## config.mk

```make
export PLATFORM = sky130hd
export DESIGN_NAME = stage_id
export DESIGN_NICKNAME = d
export VERILOG_FILES = /design/src/rtl/riscv_pkg.sv /design/src/rtl/imm_gen.sv /design/src/rtl/stage_id.sv
export SDC_FILE = /design/constraint.sdc
export NUM_CORES = 1
export LEC_CHECK = 0
export ABC_CLOCK_PERIOD_IN_PS = 2600
export CAP_MARGIN = 0
export CORE_AREA = 2 2 141 143
export DETAILED_ROUTE_END_ITERATION = 7
export DIE_AREA = 0 0 143 145
export PLACE_DENSITY = 0.87
export SLEW_MARGIN = 20
export SYNTH_ARGS = -nofsm -noshare
export SYNTH_HDL_FRONTEND = slang
export SYNTH_HIERARCHICAL = 1
export SYNTH_SLANG_ARGS = --single-unit
```

## constraint.sdc

```tcl
create_clock -name i_Clock -period 2.6 [get_ports i_Clock]
set_clock_uncertainty 0.15 [all_clocks]
set_input_delay 0.78 -clock i_Clock [delete_from_list [all_inputs] [get_ports i_Clock]]
set_output_delay 0.78 -clock i_Clock [all_outputs]
set_load 0.05 [all_outputs]
```

## src/rtl/riscv_pkg.sv

```systemverilog
// rtl/riscv_pkg.sv - RV32I opcode constants, decode control types and the shared decode helpers.
package riscv_pkg;

  localparam logic [6:0] OPC_LUI      = 7'b0110111;
  localparam logic [6:0] OPC_AUIPC    = 7'b0010111;
  localparam logic [6:0] OPC_JAL      = 7'b1101111;
  localparam logic [6:0] OPC_JALR     = 7'b1100111;
  localparam logic [6:0] OPC_BRANCH   = 7'b1100011;
  localparam logic [6:0] OPC_LOAD     = 7'b0000011;
  localparam logic [6:0] OPC_STORE    = 7'b0100011;
  localparam logic [6:0] OPC_OP_IMM   = 7'b0010011;
  localparam logic [6:0] OPC_OP       = 7'b0110011;
  localparam logic [6:0] OPC_MISC_MEM = 7'b0001111;
  localparam logic [6:0] OPC_SYSTEM   = 7'b1110011;

  localparam logic [3:0] ALU_ADD   = 4'd0;
  localparam logic [3:0] ALU_SUB   = 4'd1;
  localparam logic [3:0] ALU_SLL   = 4'd2;
  localparam logic [3:0] ALU_SLT   = 4'd3;
  localparam logic [3:0] ALU_SLTU  = 4'd4;
  localparam logic [3:0] ALU_XOR   = 4'd5;
  localparam logic [3:0] ALU_SRL   = 4'd6;
  localparam logic [3:0] ALU_SRA   = 4'd7;
  localparam logic [3:0] ALU_OR    = 4'd8;
  localparam logic [3:0] ALU_AND   = 4'd9;
  localparam logic [3:0] ALU_PASSB = 4'd10;

  typedef struct packed {
    logic       RegWrite;
    logic       MemRead;
    logic       MemWrite;
    logic       Branch;
    logic       Jump;
    logic       AluSrc;
    logic [3:0] AluOp;
  } ctrl_t;

  typedef enum logic [2:0] {
    IMM_NONE,
    IMM_I,
    IMM_S,
    IMM_B,
    IMM_U,
    IMM_J
  } imm_type_t;

  typedef struct packed {
    ctrl_t ctrl;
    logic  use_rs1;
    logic  use_rs2;
    logic  illegal;
  } dec_t;

  function automatic imm_type_t imm_type_of(input logic [6:0] opc);
    imm_type_t t;
    case (opc)
      OPC_OP_IMM, OPC_LOAD, OPC_JALR, OPC_MISC_MEM, OPC_SYSTEM: t = IMM_I;
      OPC_STORE:                                                t = IMM_S;
      OPC_BRANCH:                                               t = IMM_B;
      OPC_LUI, OPC_AUIPC:                                       t = IMM_U;
      OPC_JAL:                                                  t = IMM_J;
      default:                                                  t = IMM_NONE;
    endcase
    return t;
  endfunction

  // alt selects SUB/SRA; callers only raise it where the encoding allows.
  function automatic logic [3:0] alu_of(input logic [2:0] funct3, input logic alt);
    logic [3:0] op;
    case (funct3)
      3'b000:  op = alt ? ALU_SUB : ALU_ADD;
      3'b001:  op = ALU_SLL;
      3'b010:  op = ALU_SLT;
      3'b011:  op = ALU_SLTU;
      3'b100:  op = ALU_XOR;
      3'b101:  op = alt ? ALU_SRA : ALU_SRL;
      3'b110:  op = ALU_OR;
      default: op = ALU_AND;
    endcase
    return op;
  endfunction

  function automatic dec_t decode(input logic [31:0] inst);
    dec_t       d;
    logic [2:0] f3;
    logic       f7b5;
    d    = '0;
    f3   = inst[14:12];
    f7b5 = inst[30];
    case (inst[6:0])
      OPC_LUI: begin
        d.ctrl.RegWrite = 1'b1;
        d.ctrl.AluSrc   = 1'b1;
        d.ctrl.AluOp    = ALU_PASSB;
      end
      OPC_AUIPC: begin
        d.ctrl.RegWrite = 1'b1;
        d.ctrl.AluSrc   = 1'b1;
      end
      OPC_JAL: begin
        d.ctrl.RegWrite = 1'b1;
        d.ctrl.Jump     = 1'b1;
      end
      OPC_JALR: begin
        d.ctrl.RegWrite = 1'b1;
        d.ctrl.Jump     = 1'b1;
        d.ctrl.AluSrc   = 1'b1;
        d.use_rs1       = 1'b1;
      end
      OPC_BRANCH: begin
        d.ctrl.Branch = 1'b1;
        d.ctrl.AluOp  = ALU_SUB;
        d.use_rs1     = 1'b1;
        d.use_rs2     = 1'b1;
      end
      OPC_LOAD: begin
        d.ctrl.RegWrite = 1'b1;
        d.ctrl.MemRead  = 1'b1;
        d.ctrl.AluSrc   = 1'b1;
        d.use_rs1       = 1'b1;
      end
      OPC_STORE: begin
        d.ctrl.MemWrite = 1'b1;
        d.ctrl.AluSrc   = 1'b1;
        d.use_rs1       = 1'b1;
        d.use_rs2       = 1'b1;
      end
      OPC_OP_IMM: begin
        d.ctrl.RegWrite = 1'b1;
        d.ctrl.AluSrc   = 1'b1;
        d.ctrl.AluOp    = alu_of(f3, (f3 == 3'b101) & f7b5);
        d.use_rs1       = 1'b1;
      end
      OPC_OP: begin
        d.ctrl.RegWrite = 1'b1;
        d.ctrl.AluOp    = alu_of(f3, f7b5);
        d.use_rs1       = 1'b1;
        d.use_rs2       = 1'b1;
      end
      // fence and system instructions pass through as no-ops at this stage
      OPC_MISC_MEM, OPC_SYSTEM: d.illegal = 1'b0;
      default:                  d.illegal = 1'b1;
    endcase
    return d;
  endfunction

endpackage

```

## src/rtl/imm_gen.sv

```systemverilog
// rtl/imm_gen.sv - sign-extended RV32I immediate selected by opcode; R-type and unknown give 0.
module imm_gen
  import riscv_pkg::*;
#(
  parameter int DATA_WIDTH = 32
) (
  input  logic [31:0]           inst,
  output logic [DATA_WIDTH-1:0] imm
);

  logic signed [31:0] raw;

  always_comb begin
    raw = '0;
    case (imm_type_of(inst[6:0]))
      IMM_I:   raw = {{20{inst[31]}}, inst[31:20]};
      IMM_S:   raw = {{20{inst[31]}}, inst[31:25], inst[11:7]};
      IMM_B:   raw = {{19{inst[31]}}, inst[31], inst[7], inst[30:25], inst[11:8], 1'b0};
      IMM_U:   raw = {inst[31:12], 12'b0};
      IMM_J:   raw = {{11{inst[31]}}, inst[31], inst[19:12], inst[20], inst[30:21], 1'b0};
      default: raw = '0;
    endcase
  end

  assign imm = DATA_WIDTH'(raw);

endmodule

```

## src/rtl/stage_id.sv

```systemverilog
// rtl/stage_id.sv - RV32I decode stage with load-use stall and flush.
// STAGE_ID_FORWARD_EN selects Ex/Wb operand forwarding; otherwise any pending write to a source stalls.
module stage_id
  import riscv_pkg::*;
#(
  parameter int DATA_WIDTH = 32,
  parameter int ADDR_WIDTH = 5,
  parameter int PC_WIDTH   = 32
) (
  input  logic                  i_Clock,
  input  logic                  i_Reset,
  input  logic                  i_InstValid,
  output logic                  o_InstReady,
  input  logic [31:0]           i_Inst,
  input  logic [PC_WIDTH-1:0]   i_PC,
  output logic [ADDR_WIDTH-1:0] o_RdAddrA,
  output logic [ADDR_WIDTH-1:0] o_RdAddrB,
  input  logic [DATA_WIDTH-1:0] i_RdDataA,
  input  logic [DATA_WIDTH-1:0] i_RdDataB,
  input  logic [ADDR_WIDTH-1:0] i_ExWrAddr,
  input  logic                  i_ExWrEnable,
  input  logic                  i_ExIsLoad,
  input  logic [DATA_WIDTH-1:0] i_ExWrData,
  input  logic [ADDR_WIDTH-1:0] i_WbWrAddr,
  input  logic                  i_WbWrEnable,
  input  logic [DATA_WIDTH-1:0] i_WbWrData,
  input  logic                  i_Flush,
  output logic                  o_ExValid,
  input  logic                  i_ExReady,
  output logic [DATA_WIDTH-1:0] o_DataA,
  output logic [DATA_WIDTH-1:0] o_DataB,
  output logic [DATA_WIDTH-1:0] o_Imm,
  output logic [PC_WIDTH-1:0]   o_PC,
  output logic [ADDR_WIDTH-1:0] o_Rd,
  output ctrl_t                 o_Ctrl,
  output logic                  o_Illegal
);

  logic [ADDR_WIDTH-1:0] rs1;
  logic [ADDR_WIDTH-1:0] rs2;
  logic [ADDR_WIDTH-1:0] rd;
  dec_t                  dec;
  ctrl_t                 ctrl_d;
  logic [DATA_WIDTH-1:0] imm;
  logic [DATA_WIDTH-1:0] data_a;
  logic [DATA_WIDTH-1:0] data_b;
  logic                  hazard;
  logic                  advance;
  logic                  fire;

  assign rs1 = ADDR_WIDTH'(i_Inst[19:15]);
  assign rs2 = ADDR_WIDTH'(i_Inst[24:20]);
  assign rd  = ADDR_WIDTH'(i_Inst[11:7]);
  assign dec = decode(i_Inst);

  assign o_RdAddrA = rs1;
  assign o_RdAddrB = rs2;

  imm_gen #(
    .DATA_WIDTH(DATA_WIDTH)
  ) u_imm_gen (
    .inst(i_Inst),
    .imm (imm)
  );

  always_comb begin
    ctrl_d = dec.ctrl;
    if (rd == '0) ctrl_d.RegWrite = 1'b0;
  end

`ifdef STAGE_ID_FORWARD_EN
  function automatic logic [DATA_WIDTH-1:0] operand(
    input logic [ADDR_WIDTH-1:0] idx,
    input logic [DATA_WIDTH-1:0] rf_data,
    input logic                  ex_en,
    input logic                  ex_load,
    input logic [ADDR_WIDTH-1:0] ex_addr,
    input logic [DATA_WIDTH-1:0] ex_data,
    input logic                  wb_en,
    input logic [ADDR_WIDTH-1:0] wb_addr,
    input logic [DATA_WIDTH-1:0] wb_data
  );
    logic [DATA_WIDTH-1:0] v;
    if (idx == '0)                               v = '0;
    else if (ex_en && !ex_load && ex_addr == idx) v = ex_data;
    else if (wb_en && wb_addr == idx)             v = wb_data;
    else                                          v = rf_data;
    return v;
  endfunction

  // a load in Ex has no data yet, so only that case stalls
  always_comb begin
    hazard = i_ExIsLoad & i_ExWrEnable & (i_ExWrAddr != '0) &
             ((dec.use_rs1 & (i_ExWrAddr == rs1)) | (dec.use_rs2 & (i_ExWrAddr == rs2)));
    data_a = operand(rs1, i_RdDataA, i_ExWrEnable, i_ExIsLoad, i_ExWrAddr, i_ExWrData,
                     i_WbWrEnable, i_WbWrAddr, i_WbWrData);
    data_b = operand(rs2, i_RdDataB, i_ExWrEnable, i_ExIsLoad, i_ExWrAddr, i_ExWrData,
                     i_WbWrEnable, i_WbWrAddr, i_WbWrData);
  end
`else
  function automatic logic pending(
    input logic [ADDR_WIDTH-1:0] idx,
    input logic                  ex_en,
    input logic [ADDR_WIDTH-1:0] ex_addr,
    input logic                  wb_en,
    input logic [ADDR_WIDTH-1:0] wb_addr
  );
    return (idx != '0) && ((ex_en && ex_addr == idx) || (wb_en && wb_addr == idx));
  endfunction

  logic unused_ok;
  assign unused_ok = ^{i_ExIsLoad, i_ExWrData, i_WbWrData};

  always_comb begin
    hazard = (dec.use_rs1 & pending(rs1, i_ExWrEnable, i_ExWrAddr, i_WbWrEnable, i_WbWrAddr)) |
             (dec.use_rs2 & pending(rs2, i_ExWrEnable, i_ExWrAddr, i_WbWrEnable, i_WbWrAddr));
    data_a = (rs1 == '0) ? '0 : i_RdDataA;
    data_b = (rs2 == '0) ? '0 : i_RdDataB;
  end
`endif

  assign advance     = ~o_ExValid | i_ExReady;
  assign o_InstReady = advance & ~hazard;
  assign fire        = i_InstValid & o_InstReady;

  always_ff @(posedge i_Clock or negedge i_Reset) begin
    if (!i_Reset) begin
      o_ExValid <= 1'b0;
      o_Illegal <= 1'b0;
      o_Ctrl    <= '0;
      o_DataA   <= '0;
      o_DataB   <= '0;
      o_Imm     <= '0;
      o_PC      <= '0;
      o_Rd      <= '0;
    end else if (i_Flush) begin
      o_ExValid <= 1'b0;
      o_Illegal <= 1'b0;
    end else if (fire) begin
      o_ExValid <= 1'b1;
      o_Illegal <= dec.illegal;
      o_Ctrl    <= ctrl_d;
      o_DataA   <= data_a;
      o_DataB   <= data_b;
      o_Imm     <= imm;
      o_PC      <= i_PC;
      o_Rd      <= rd;
    end else if (advance) begin
      // bubble: payload is left in place, only the valid flags drop
      o_ExValid <= 1'b0;
      o_Illegal <= 1'b0;
    end
  end

endmodule

```

Yosys cells after proc, flatten, opt, wreduce, memory -nomap -nowiden
Cells that the tools add are included.
Widths: inputs -> output; s select.
{"block": "totals", "reg_bits": 145, "input_bits": 210, "output_inout_bits": 156, "word_cells": 100}
{"block": "classes", "n_eq_ne": 26, "n_mux": 26, "bitwise_logic": 10, "reduce_logical": 24}
{"cell": "$pmux 32 s5", "n": 1}
{"cell": "$mux 32", "n": 2}
{"cell": "$pmux 4 s7", "n": 2}
{"cell": "$eq 7x7->1 const B", "n": 4}
{"cell": "$eq 7x6->1 const B", "n": 3}
{"cell": "$eq 5x5->1", "n": 4}
{"cell": "$mux 1", "n": 19}
{"cell": "$pmux 4 s4", "n": 1}
{"cell": "$eq 3x3->1 const B", "n": 5}
{"cell": "$logic_not 5->1", "n": 3}
{"cell": "$pmux 3 s5", "n": 1}
{"cell": "$eq 7x5->1 const B", "n": 2}
{"cell": "$eq 3x2->1 const B", "n": 4}
{"cell": "$reduce_or 6->1", "n": 2}
{"cell": "$reduce_or 11->1", "n": 1}
{"cell": "$reduce_bool 5->1", "n": 2}
{"cell": "$eq 7x2->1 const B", "n": 1}
{"cell": "$eq 7x4->1 const B", "n": 1}
{"cell": "$reduce_or 7->1", "n": 1}
{"cell": "$eq 3x1->1 const B", "n": 2}
{"cell": "$logic_and 1x1->1", "n": 6}
{"cell": "$and 1x1->1", "n": 5}
{"cell": "$reduce_or 5->1", "n": 1}
{"cell": "$reduce_or 2->1", "n": 2}
{"cell": "other kinds (7)", "n": 11}

Longest topological paths before layout
Gate-level depths: netlist of run 1.
{"block": "logic_depth", "ltp_word": 11, "depth_mapped": 10}

Modules after synthesis
Netlist of run 1, hierarchy kept.
{"mod": "stage_id", "n_inst": 1, "cells_each": 546, "area_per_inst_um2": 6496.2}
{"mod": "imm_gen", "n_inst": 1, "cells_each": 87, "area_per_inst_um2": 623.1}

Least setup slack after synthesis of run 1
No wires, ideal clock.
{"block": "synth_timing", "path_type": "input to register", "start": "input i_Inst[5]", "end": "register o_Ctrl[3] (netlist name)", "setup_ns": 0.128, "arrival_ns": 3.492, "required_ns": 2.322, "path_slack_ns": -1.169, "stages": 9, "cell_sequence": "clkbuf_1 > nand3b_2 > o21ai_0 > and3_1 > a222oi_1 > nand3b_1 > buf_4 > buf_6 > mux2_1"}
{"block": "synth_via", "elab_chain_len": 9}
{"element": "from (decl)", "line": "stage_id.sv:14", "rtl": "input logic [31:0] i_Inst,"}
{"element": "$eq 7x6->1 (tied with other cells)", "line": "riscv_pkg.sv:90", "rtl": "case (inst[6:0])"}
{"element": "$reduce_or 6->1 (no source line) / $reduce_or 3->1 (equally long branches)"}
{"element": "$mux 1", "line": "riscv_pkg.sv:90"}
{"element": "$and 1x1->1, on equally long branches", "line": "stage_id.sv:115, stage_id.sv:116"}
{"element": "$or 1x1->1 (*)", "line": "stage_id.sv:115", "rtl": "hazard = (dec.use_rs1 & pending(rs1, i_ExWrEnable, i_ExWrAddr, i_WbWrEnable, i_WbWrAddr)) |"}
{"element": "$not 1->1 (*)", "line": "stage_id.sv:123", "rtl": "assign o_InstReady = advance & ~hazard;"}
{"element": "$and 1x1->1 (*)", "line": "stage_id.sv:123"}
{"element": "named net o_InstReady", "line": "stage_id.sv:13", "rtl": "output logic o_InstReady,"}
{"element": "$and 1x1->1 (*)", "line": "stage_id.sv:124", "rtl": "assign fire = i_InstValid & o_InstReady;"}
{"element": "$reduce_and 2->1 (no source line) (*)"}
{"element": "to (signal assigned)", "line": "stage_id.sv:142", "rtl": "o_Ctrl <= ctrl_d;"}
{"element": "to (decl)", "line": "stage_id.sv:35", "rtl": "output ctrl_t o_Ctrl,"}
Mark *: on every way through the listed nets, which the timed path passes. The rest lies on a longest branch.
A chain may end at the register's enable or synchronous reset.

Worst setup path in the final report of run 1
{"block": "layout_timing", "start": "input i_Inst[17]", "end": "output o_InstReady"}
{"block": "layout_via", "elab_chain_len": 8}
{"element": "$eq 5x5->1", "line": "stage_id.sv:108", "rtl": "return (idx != '0) && ((ex_en && ex_addr == idx) || (wb_en && wb_addr == idx));"}
{"element": "$logic_and 1x1->1", "line": "stage_id.sv:108"}
{"element": "$logic_or 1x1->1", "line": "stage_id.sv:108"}
{"element": "$logic_and 1x1->1 (*)", "line": "stage_id.sv:108"}
{"element": "$and 1x1->1 (*)", "line": "stage_id.sv:115"}
{"element": "$or 1x1->1 (*)", "line": "stage_id.sv:115"}
{"element": "$not 1->1 (*)", "line": "stage_id.sv:123"}
{"element": "$and 1x1->1 (*)", "line": "stage_id.sv:123"}
{"element": "to (decl)", "line": "stage_id.sv:13"}
Every way passes the cells marked *; elsewhere a longest branch is shown, timed or not.

==> results by group, run 1 <==
Worst setup path
  – Startpoint Class: input pin
  – Critical Path RT: 1.67 ns
  – Critical path endpoint category: output port
  – Critical path class: in2out
  – Critical-path maximum fanout: 3
  – Crit path DAT: 2.04 ns

Global route
  – GR Overflow Total: 0
  – First-pass GRT wire length: 38300 um
  – Largest net degree at the start of global routing: 53
  – Overall routing resource usage: 23.9%
  – Vias in the first global route: 6886
  – Initial antenna violation count: 3

Clock network
  – Clock Pin Slew Worst Setup and Hold Paths: 0.07 ns
  – Clock latency on the worst-skew pair: 0.41 ns
  – Root buf cell: clkbuf_16
  – Clock buffer depth: 2
  – Post-CTS Hold Fix Bufs: 0
  – TritonCTS Sinks: 145
  – TritonCTS clock tree: yes
  – H-tree depth: 4
  – CTS buffer count: 17

Pwr
  – PD cells: 660 nW/um2
  – Pwr Total: between 8 and 9 mW
  – Int Pwr: roughly 5.1 mW
  – Static Leakage: about 6.5 nW
  – VDD IR max: ~0.44 mV
  – Net Switching: 3.11 mW
  – Sw frac: 37.8%
  – Comb pwr share: 37.2%
  – Reg power frac: 33.3%
  – Clk pwr share: 29.5%

Final layout
  – FILL cells: about 1400
  – Post-Layout Cell Count: around 1300
  – Nets@finish: between 1000 and 1500
  – Final instance area: roughly 12000 um2
  – Area Overhead vs Synth: 75.3%
  – Commonest non-fill, non-tap cell in the layout: clkdlybuf4s50_1
  – Share of cells above drive strength 1: 29.2%
  – Most frequent cells in the layout: clkdlybuf4s50_1 (245), dfrtp_1 (145), nand2_1 (95)

Placed design
  – Placed inst area: 10900 um2
  – # port buffers: 300
  – Placed cells: around 1200
  – Routability cong.: a little over 0.8
  – HPWL after DPL: between 15000 and 20000 um

Synth
  – Seq/Total Area, Yosys: between 50% and 60%
  – Mapped Cells: roughly 630
  – Yosys top cell by area: dfrtp_1
  – Synth Register Bits: 145
  – Count of cell types in the netlist: 58
  – Number of flops mapped to enable cells by yosys: 0
  – Synth top area share: 51.0%
  – Syn avg cell area: between 10 and 15 um2
  – Syn Nets: 843
  – Syn Std Cell Area: 7120 um2
  – Predominant post-synthesis flop cell: dfrtp_1
  – Ys async rst share: 100%
  – Synth top area cells: dfrtp_1 (51%), mux2_2 (12%), mux2i_1 (9.1%)
  – Synthesis warning total: 6

Timing
  – Final Setup Violations: around 150
  – Slew Limit Fails: 0
  – Worst-margin pin slew: 0.951 ns
  – Fmax: 0.337 GHz
  – Fin Hold WS: 0.165 ns
  – Minimum clock period: 2.97 ns
  – Final WS setup: -0.369 ns
  – Unrepaired setup endpoints after global routing: yes
  – Rel. slew slack: 36.5%
  – Hold Vio Cnt, Final: 0
  – Fin crit share: 114%

Worst hold path
  – Hold Crit Class: in2async

Floorplanning
  – Initial core utilization: between 30 and 40%
  – Die Area: 20700 um2
  – Site Rows: 51
  – IO Pins: 366
  – Chip Height: 145 um
  – Core box area: 19200 um2
  – Die extent in x: 143 um

Routing
  – DR WL/cell: 18.6 um
  – Drt via density: 4.83
  – Antenna Nets Post-Route: 0
  – DR vias: 6327
  – DRT Pass-1 Iters: 4
  – Routed WL: 24400 um
  – Post-route DRC violation count: 0
  – Initial DRC Count: between 200 and 300

Status
  – Status: complete, but fails checks
  – Violated checks: setup timing

Run
  – Max-Cap Viols: 0
==> synth_stat cells, types with 2 or more instances <==
library cell	n
nand2_1	96
nor3_1	6
and3_1	7
nor2_1	12
o21ai_0	9
dfrtp_1	145
buf_6	16
mux2_1	5
buf_2	7
inv_1	68
a22o_1	4
mux2i_1	65
nor2b_1	2
nor2_2	2
clkbuf_1	8
or2_1	2
a21o_1	8
o22ai_1	2
nand4_1	6
buf_4	12
xnor2_1	21
nand3b_1	4
a21oi_1	16
a211oi_1	2
mux2_2	74
nand3_1	2
==> critical path, cell delays in order <==
cell and delay (ns):
buf_2 0.11, buf_6 0.11, xnor2_1 0.16, nand4_1 0.16, o22ai_2 0.28, a222oi_1 0.13
buf_4 0.16, buf_12 0.14
==> per-layer routing <==
layer	share of wire (%)	vias up	GRT usage, %
met4	2.3	0	8.22
met5	0	-	0
met2	51	250	40.8
met1	40	3137	28.7
met3	6.5	38	6.63
li1	-	2902	-
==> registers in the layout, indices dropped and copies added (netlist names) <==
signal     cells
o_Imm         32
o_Ctrl        10
o_Illegal      1
o_Rd           5
o_DataA       32
o_PC          32
o_DataB       32
o_ExValid      1
==> repair_timing <==
| item | in CTS | in global routing |
|---|---|---|
| endpoints found under the setup margin | 147 | 155 |
| pin swaps | 20 | 9 |
| resized for setup | 181 | 25 |
| cloned | 10 | 0 |
| setup buffers | 48 | 6 |
==> metrics by stage <==
step	TNS, ns	setup WS, ns	utilization (%)
after global routing	-32.97	-0.400	65.0
after detailed placement	-145.49	-1.05	56.6
after global placement	-140.24	-1.01	56.6
after CTS	-14.13	-0.307	64.6
final	-27.21	-0.369	65.0
after floorplan	-156.39	-1.12	-
==> path summary, 6_finish.rpt <==
path | start | to | slack (ns) | depth (start not counted)
setup / recovery | i_Inst[17] | o_InstReady | -0.37 | 8
hold / removal | i_Reset | o_Ctrl[9]$_DFFE_PN0P_ | 0.16 | 1
setup reg to reg | o_ExValid$_DFFE_PN0P_ | o_Imm[17]$_DFFE_PN0P_ | 0.28 | 9
hold reg to reg | o_Imm[9]$_DFFE_PN0P_ | o_Imm[9]$_DFFE_PN0P_ | 0.35 | 1
max in group asynchronous | i_Reset | o_Imm[28]$_DFFE_PN0P_ | 1.47 | 2
min in group i_Clock | o_Imm[9]$_DFFE_PN0P_ | o_Imm[9]$_DFFE_PN0P_ | 0.35 | 1
==> power by group through the flow <==
stage	registers (mW)	logic [mW]	clock network, mW
final	2.74	3.06	2.43
after global routing	2.78	3.20	2.58
after CTS	2.74	3.05	2.48
after detailed placement	2.78	2.84	0
after global placement	2.76	2.80	0
after floorplan	3.87	0.564	0
==> cell type report <==
class	instances	area, um2	share of cell area [%]
Antenna cell	3	7.51	0.0602
Timing Repair Buffer	421	4510	36.1
Tap cell	265	332	2.66
Multi-Input combinational cell	377	3170	25.4
Clock inverter	14	134	1.07
Sequential cell	145	3630	29.1
Clock buffer	18	439	3.52
Inverter	68	255	2.05
==> cell families (layout without fill, tap and decap cells) <==
family,count (synthesis),in the layout,share of synthesized area (%)
buffers and inverters,111,521,8.30
AOI/OAI and AO/OA,59,59,6.08
and+or+nand+nor,152,152,10.2
xor gates and xnor gates,22,22,2.81
DFF,145,145,51.0
other,0,3,0
muxes,144,144,21.6
Note: power is estimated with default switching activity, not from simulation.
==> run 2: changes to the inputs <==
--- a/config.mk
+++ b/config.mk
@@ -10,6 +10,7 @@
 export CORE_AREA = 2 2 141 143
 export DETAILED_ROUTE_END_ITERATION = 7
 export DIE_AREA = 0 0 143 145
+export GPL_ROUTABILITY_DRIVEN = 0
 export PLACE_DENSITY = 0.87
 export SLEW_MARGIN = 20
 export SYNTH_ARGS = -nofsm -noshare
==> results of run 2 <==
Same layout as run 1: the final DEF is identical, and so are final timing and power.
